### src/rtl/ram_pkg.sv
// Shared refresh-timer definitions: FSM state encoding and default timing constants.
// Also used by the DRAM controller bench so both agree on the refresh cadence.
package ram_pkg;

  typedef enum logic [1:0] {
    IDLE = 2'd0,
    REQ  = 2'd1,
    URG  = 2'd2,
    GAP  = 2'd3
  } refState_t;

  localparam int DEF_REF_PERIOD = 375;  // 15 us at 25 MHz
  localparam int DEF_URG_DELAY  = 64;
  localparam int DEF_URG_DEBT   = 2;
  localparam int DEF_MAX_DEBT   = 4;
  localparam int DEF_DEBT_W     = 3;

endpackage

### src/rtl/cbr_detect.sv
// CAS-before-RAS detector on the observed DRAM pins; detect is combinational from the
// registered nRAS and the live pins, no backpressure (pins are only watched).
module cbr_detect (
  input  logic CLK,
  input  logic RESET,
  input  logic nRAS,
  input  logic nCAS,
  output logic detect
);

  logic nRASr;

  always_ff @(posedge CLK) begin
    if (RESET) nRASr <= 1'b1;
    else       nRASr <= nRAS;
  end

  // RAS falling while CAS is already low; a normal access has CAS still high here.
  assign detect = nRASr && !nRAS && !nCAS;

endmodule

### src/rtl/ram_refresh_timer.sv
// Refresh obligation timer: owes one refresh per period, requests/escalates, retires on CBR.
// Outputs are registered one cycle behind the FSM state; the controller paces via CBR cycles.
module ram_refresh_timer
  import ram_pkg::*;
#(
  parameter int REF_PERIOD = DEF_REF_PERIOD,
  parameter int URG_DELAY  = DEF_URG_DELAY,
  parameter int URG_DEBT   = DEF_URG_DEBT,
  parameter int MAX_DEBT   = DEF_MAX_DEBT,
  parameter int DEBT_W     = DEF_DEBT_W
) (
  input  logic              CLK,
  input  logic              RESET,
  input  logic              nRAS,
  input  logic              nCAS,
  output logic              RefReq,
  output logic              RefUrg,
  output logic              RefDone,
  output logic              Overrun,
  output logic [DEBT_W-1:0] Debt
);

  localparam int TICK_W = (REF_PERIOD > 1) ? $clog2(REF_PERIOD) : 1;
  localparam int WAIT_W = $clog2(URG_DELAY + 1);

  localparam logic [TICK_W-1:0] TICK_LAST = TICK_W'(REF_PERIOD - 1);
  localparam logic [WAIT_W-1:0] WAIT_LAST = WAIT_W'(URG_DELAY - 1);
  localparam logic [DEBT_W-1:0] DEBT_MAX  = DEBT_W'(MAX_DEBT);
  localparam logic [DEBT_W-1:0] DEBT_URG  = DEBT_W'(URG_DEBT);

  logic [TICK_W-1:0] tickCnt;
  logic [WAIT_W-1:0] waitCnt;
  logic              tick;
  logic              detect;
  logic              reqNext;
  logic              urgNext;
  refState_t         state;
  refState_t         stateNext;

  cbr_detect uCbrDetect (
    .CLK    (CLK),
    .RESET  (RESET),
    .nRAS   (nRAS),
    .nCAS   (nCAS),
    .detect (detect)
  );

  assign tick = (tickCnt == TICK_LAST);

  always_ff @(posedge CLK) begin
    if (RESET || tick) tickCnt <= '0;
    else               tickCnt <= tickCnt + 1'b1;
  end

  // A tick and a CBR in the same cycle cancel out.
  always_ff @(posedge CLK) begin
    if (RESET) begin
      Debt    <= '0;
      Overrun <= 1'b0;
    end else if (tick && !detect) begin
      if (Debt != DEBT_MAX) Debt <= Debt + 1'b1;
      if (Debt >= DEBT_MAX - 1'b1) Overrun <= 1'b1;
    end else if (detect && !tick && (Debt != '0)) begin
      Debt <= Debt - 1'b1;
    end
  end

  always_ff @(posedge CLK) begin
    if (RESET) begin
      state   <= IDLE;
      waitCnt <= '0;
      RefReq  <= 1'b0;
      RefUrg  <= 1'b0;
      RefDone <= 1'b0;
    end else begin
      state   <= stateNext;
      waitCnt <= (state == REQ) ? waitCnt + 1'b1 : '0;
      RefReq  <= reqNext;
      RefUrg  <= urgNext;
      RefDone <= detect;
    end
  end

  // GAP forces one low cycle of RefReq so the controller can clear its done latch.
  always_comb begin
    stateNext = state;
    reqNext   = 1'b0;
    urgNext   = 1'b0;
    case (state)
      IDLE: begin
        if (Debt != '0) stateNext = REQ;
      end
      REQ: begin
        reqNext = 1'b1;
        if (detect)                                         stateNext = GAP;
        else if ((waitCnt == WAIT_LAST) || (Debt >= DEBT_URG)) stateNext = URG;
      end
      URG: begin
        reqNext = 1'b1;
        urgNext = 1'b1;
        if (detect) stateNext = GAP;
      end
      GAP: begin
        stateNext = IDLE;
      end
      default: begin
        stateNext = IDLE;
      end
    endcase
  end

endmodule

### config.mk
export PLATFORM = sky130hd
export DESIGN_NAME = ram_refresh_timer
export DESIGN_NICKNAME = d
export VERILOG_FILES = /design/src/rtl/ram_pkg.sv /design/src/rtl/cbr_detect.sv /design/src/rtl/ram_refresh_timer.sv
export SDC_FILE = /design/constraint.sdc
export NUM_CORES = 1
export LEC_CHECK = 0
export CORE_MARGIN = 2
export CORE_UTILIZATION = 55
export DETAILED_ROUTE_END_ITERATION = 6
export GPL_ROUTABILITY_DRIVEN = 0
export PLACE_DENSITY = 0.77
export SYNTH_ARGS = -nofsm -noshare
export SYNTH_HDL_FRONTEND = slang
export SYNTH_SLANG_ARGS = --single-unit
### constraint.sdc
create_clock -name CLK -period 2.6 [get_ports CLK]
set_clock_uncertainty 0.1 [all_clocks]
set_input_delay 0.52 -clock CLK [delete_from_list [all_inputs] [get_ports CLK]]
set_output_delay 0.52 -clock CLK [all_outputs]
set_load 0.01 [all_outputs]
### After elaboration in Yosys (flattened, before gate mapping)

Index checks and enable logic that the tools add are counted.

| storage, ports and cells | value |
|---|---|
| word-level logic and storage cells | 55 |
| input bits | 4 |
| flip-flop bits (word level) | 26 |

| cells by class | value |
|---|---|
| multiplexer cells | 10 |
| equality and inequality tests | 10 |
| $add $sub $neg | 4 |
| magnitude comparators | 2 |
| reduce and logical (&&, ||, !) cells | 19 |
| bitwise logic cells | 1 |

Operators with widths:

| kind | number |
|---|---|
| $add A9 B1 Y9 const B | 1 |
| $eq A9 B9 Y1 const B | 1 |
| $mux W3 | 3 |
| $mux W2 | 4 |
| $pmux W2 S4 | 1 |
| $add A7 B1 Y7 const B | 1 |
| $eq A7 B6 Y1 const B | 1 |
| $ge A3 B2 Y1 const B | 2 |
| $logic_and A1 B1 Y1 | 5 |
| $eq A2 B2 Y1 const B | 2 |
| $logic_not A1 Y1 | 4 |
| $ne A2 B2 Y1 const B | 2 |
| $reduce_and A2 Y1 | 2 |
| $reduce_or A2 Y1 | 2 |
| $add A3 B1 Y3 const B | 1 |
| $ne A3 B2 Y1 const B | 1 |
| $ne A3 B3 Y1 const B | 1 |
| $reduce_and A3 Y1 | 1 |
| $reduce_bool A3 Y1 | 1 |
| $sub A3 B1 Y3 const B | 1 |
| $eq A2 B1 Y1 const B | 1 |
| $logic_not A2 Y1 | 1 |
| $logic_or A1 B1 Y1 | 2 |
| $mux W1 | 2 |
| 3 further kinds | 3 |

### Logic depth before layout (Yosys ltp)

Gate-level depths: netlist of the first run.

| depth | value |
|---|---|
| depth in word-level cells | 7 |
| gate-level depth with buffers | 9 |
| depth with buffers taken out | 9 |

### Cells and area by module

A second synthesis of the first run with hierarchy kept.

| unflattened totals | value |
|---|---|
| cell total of the unflattened synthesis | 125 |
| area total of the unflattened synthesis | 1216.2 um^2 |

Modules (own cells, without submodules):

| module | times used | cells each | area an instance (um^2) |
|---|---|---|---|
| ram_refresh_timer | 1 | 122 | 1182.4 |
| cbr_detect | 1 | 3 | 33.8 |

### Worst setup path after synthesis of the first run

OpenSTA, ideal clock, no wires.

| path | value |
|---|---|
| path type | in2reg |
| start | in nRAS |
| end | reg Debt[2] |
| arrival time | 2.115 ns |
| setup slack | 0.320 ns |
| buffers on the path | 1 |
| setup time | 0.065 ns |
| stages on the path | 7 |
| cell sequence | or3b_1 -> buf_6 -> nand4_1 -> fa_1 -> or3_1 -> mux4_2 -> nor2_1 |

| on the way | value |
|---|---|
| cells in the longest elaborated chain, start to end | 7 |
| elaborated cells between the ends (all ways) | 11 |
| classes of those cells | eq/ne (1); mux (1); reduce/logical (9) |

Ends and longest elaborated chain:

| element | RTL line | source |
|---|---|---|
| start, declared | ram_refresh_timer.sv:14 | `input logic nRAS,` |
| $logic_not A1 Y1 * | cbr_detect.sv:19 | `assign detect = nRASr && !nRAS && !nCAS;` |
| $logic_and A1 B1 Y1 * (2 in series) | cbr_detect.sv:19 |  |
| $logic_not A1 Y1 or $logic_and A1 B1 Y1 (tied branches) | ram_refresh_timer.sv:60, ram_refresh_timer.sv:63 |  |
| $logic_and A1 B1 Y1, on equally long branches | ram_refresh_timer.sv:60, ram_refresh_timer.sv:63 |  |
| $ne A2 B1 Y1 (no line) or $reduce_bool A2 Y1 (tied branches) | n/a |  |
| $reduce_and A2 Y1 (no line) | n/a |  |
| end signal, assigned | ram_refresh_timer.sv:61 | `if (Debt != DEBT_MAX) Debt <= Debt + 1'b1;` |
| end signal, assigned | ram_refresh_timer.sv:64 | `Debt <= Debt - 1'b1;` |
| end, declared | ram_refresh_timer.sv:20 | `output logic [DEBT_W-1:0] Debt` |

Every way passes the cells marked *; elsewhere a longest branch is shown, timed or not.
A chain may end at the register's enable or synchronous reset.

### Final worst setup path of the first run

| path | value |
|---|---|
| start | in nCAS |
| end | reg Debt[2] |

| on the way | value |
|---|---|
| cells in the longest elaborated chain, start to end | 6 |
| elaborated cells between the ends (all ways) | 10 |
| classes of those cells | eq/ne (1); mux (1); reduce/logical (8) |

Ends and longest elaborated chain:

| element | RTL line | source |
|---|---|---|
| start, declared | ram_refresh_timer.sv:15 | `input logic nCAS,` |
| $logic_not A1 Y1 * | cbr_detect.sv:19 |  |
| $logic_and A1 B1 Y1 * | cbr_detect.sv:19 |  |
| $logic_not A1 Y1 or $logic_and A1 B1 Y1 (tied branches) | ram_refresh_timer.sv:60, ram_refresh_timer.sv:63 |  |
| $logic_and A1 B1 Y1, on equally long branches | ram_refresh_timer.sv:60, ram_refresh_timer.sv:63 |  |
| $ne A2 B1 Y1 (no line) or $reduce_bool A2 Y1 (tied branches) | n/a |  |
| $reduce_and A2 Y1 (no line) | n/a |  |

Marked as above.

==> results.md, run 1 <==
* Post-CTS setup buffers at 0
* Via density at between 5 and 6
* FMAX at approximately 410 MHz
* Netlist cell types at 32
* CP top delay family: simple AND/OR/NAND/NOR gates
* CTS H-tree depth at 1
* Vias in the first global route at ~940
* Crit-path cells: clkdlybuf4s50_1, or3b_1, nand4_1, fa_1, or3_1, mux4_2, nor2_1
* Comb pwr share at 0.057
* Cts-stage hold buffer count at 0
* First-pass DRT Iterations at 4
* Final number of setup-violating endpoints at 0
* Via count at 910
* Total grt overflow at 0
* Reg2Reg Depth at 9
* Max_cap viols at 0
* Crit-path max cell delay at 480 ps
* IO Pins at 11
* Hold Crit Depth at 1
* Hold Crit Endpoint: waitCnt[0]$_SDFF_PP0_
* Worst R2R Start: tickCnt[0]$_SDFF_PP0_
* Peak VDD IR at around 0.27 mV
* Maximum fanout along the worst path at 2
* Worst hold start: waitCnt[0]$_SDFF_PP0_
* Dpl cells at ~170
* CTS resizes at 0
* Initial Util at 0.595
* Ys async rst share at 0
* Yosys warns at 0
* Post-synth EDFFs at 0
* Skew-Pair Late Insertion Delay at 310 ps
* Pwr Total at between 0.6 and 0.7 mW
* Die Y at 50.5 µm
* Psw at 0.128 mW
* # nets final at between 150 and 200
* Syn Area/Cell at roughly 9.4 µm²
* Core Rows at 16
* Clock Power Share at 0.267
* CP max-delay cell: clkdlybuf4s50_1
* Share of cells above drive strength 1 at 0.0922
* Post-DP HPWL at between 1500 and 2000 µm
* Root buf cell: clkbuf_4
* Yosys top cell by area: dfxtp_1
* Cell Pwr Density at roughly 450 nW/µm²
* Sink Count at 26
* Post-synth net total at around 140
* Total track usage at 0.183
* Worst Tran Pin Value at 448 ps
* CP bufs+invs at 1
* Period utilization at 0.937
* Post-synthesis cell count at ~130
* Sum Neg Setup Slack at 0 ps
* Slew Viols, Final at 0
* Final design utilization at 0.679
* Sequential area share after synthesis at 0.437
* WHS at between 300 and 400 ps
* CTS tree: done
* Routed len/inst at around 12 µm
* Critical path arrival at around 2600 ps
* Number of port buffers at 10
* Reg clk slew, reported paths at between 100 and 150 ps
* First-pass GRT wire length at 3620 µm
* Fin crit period at 2440 ps
* Top cells by area, synth: dfxtp_1 44%, ha_1 7.4%, nor2_1 6.6%
* Total Die Area at 2550 µm²
* Worst Path Required at between 2000 and 3000 ps
* Antenna cells at 0
* Outcome: complete, no violations
* Leak Pwr at about 0.52 nW
* Post-Layout Inst Area at 1360 µm²
* WS Path Type: primary input to flop
* Synthesized area at 1190 µm²
* Residual DRC count at 0
* Pint at 0.476 mW
* Die Wd at ~51 µm
* Layout area overhead at 14.1%
* Post-route ant nets at 0
* Post-place instance area at 1340 µm²
* Largest net degree at the start of global routing at 15
* Core outline area at between 2000 and 2500 µm²
* Post-synth top area share at 0.437
* RSZ-0062 raised after global routing: false
* RR Endpoint: Debt[2]$_SDFFE_PP0P_
* Sw Ratio at 0.212
* Final Hold Viols at 0
* Non-Filler Instances at 168
* CTS buffer count at 3
* Ys flop type: dfxtp_1
* Hold Crit Class: flop to flop
* Total wire length at slightly above 2000 µm
* Flop pwr share at 0.676
* FF-to-FF setup slack at 200 ps
* Slew margin rel. at 0.700
* Crit start category: primary input
* Synth Register Bits at 26
* 1st-iter DRT viols at 20
* Final WS setup at 165 ps
* CTS max path bufs at 2
* Pre-CTS setup slack at -168 ps
* CP Capture Type: flop
* Initial antenna violation count at 0
sequential cells by signal, indices dropped and copies added, names as in the netlist:
| signal | flops |
|---|---|
| RefDone | 1 |
| RefUrg | 1 |
| waitCnt | 7 |
| uCbrDetect.nRASr | 1 |
| state | 2 |
| Overrun | 1 |
| tickCnt | 9 |
| RefReq | 1 |
| Debt | 3 |
Yosys cell counts (2+ instances only):
cell type and number:
mux2i_1 2, or3_1 2, o21ai_0 2, o211ai_1 2, nor3_1 2, nand4_1 2, ha_1 7, a21oi_1 5
nor2_1 21, xor2_1 6, clkbuf_1 2, nand2_1 3, a21o_1 2, nor2b_1 3, inv_1 5, and3_1 4
xnor2_1 4, nand2b_1 4, or2_2 3, dfxtp_1 26, nor3b_1 3, nand3_1 7
cells by family after synthesis:
family          count (synthesis)  share of synthesized area
buf+inv                         8                     0.0315
compound gates                 15                     0.0798
xor+xnor                       10                     0.0735
mux                             4                     0.0452
fa+ha+maj                       8                     0.0903
flops                          26                      0.437
simple gates                   56                      0.243
worst register-to-register path, stage by stage (launching register included):
cell,delay (ps)
dfxtp_1,360
inv_1,70
ha_1,150
nand2_1,60
nor3_1,130
nand4_1,130
fa_1,400
or3_1,370
mux4_2,460
nor2_1,110
cell type report:
class	count	area, µm²
inverters	5	18.8
clock buffers	3	22.5
fillers	165	643
flip-flops and latches	26	520
multi-input cells	93	633
well taps	27	33.8
repair buffers	14	130
metal layers:
metal / GRT usage / vias up / wire [µm]
met4: 0.0676 / 0 / 15
met5: 0 / - / 0
met1: 0.217 / 429 / 971
met2: 0.331 / 17 / 1010
met3: 0.0268 / 2 / 70
li1: - / 462 / -
placed cells by master (no fill, tap or decap), types with 3 or more instances in the layout:
cell type and n:
a21oi_1 5, nand2_1 3, buf_4 4, inv_1 5
nor2b_1 3, nand3_1 7, xnor2_1 4, or2_2 3
clkbuf_4 3, clkdlybuf4s50_1 10, nand2b_1 4, ha_1 7
dfxtp_1 26, nor3b_1 3, and3_1 4, nor2_1 21
xor2_1 6
worst max-delay path by stage:
stage / to / start / cells past startpoint / slack [ps]
after global placement: Debt[2]$_SDFFE_PP0P_ / nCAS / 7 / -60
final: Debt[2]$_SDFFE_PP0P_ / nCAS / 7 / 160
after global routing: Debt[2]$_SDFFE_PP0P_ / tickCnt[0]$_SDFF_PP0_ / 9 / 60
after floorplan: Debt[2]$_SDFFE_PP0P_ / nRAS / 7 / 320
after CTS: Debt[2]$_SDFFE_PP0P_ / nCAS / 7 / 170
after detailed placement: Debt[2]$_SDFFE_PP0P_ / nRAS / 7 / -170
power groups by stage:
stage | logic (mW) | registers, mW | clock network, mW
final | 0.0345 | 0.409 | 0.161
after global routing | 0.0390 | 0.411 | 0.178
after CTS | 0.0348 | 0.409 | 0.170
after detailed placement | 0.0346 | 0.418 | 0
after global placement | 0.0338 | 0.418 | 0
after floorplan | 0.0220 | 0.417 | 0
Power figures use the tool's default switching activity.
==> run 2: changes to the inputs <==
Settings changed: SKIP_LAST_GASP from default to 1.
==> results of run 2 <==
The final DEF is identical to that of run 1; final timing and power are the same.
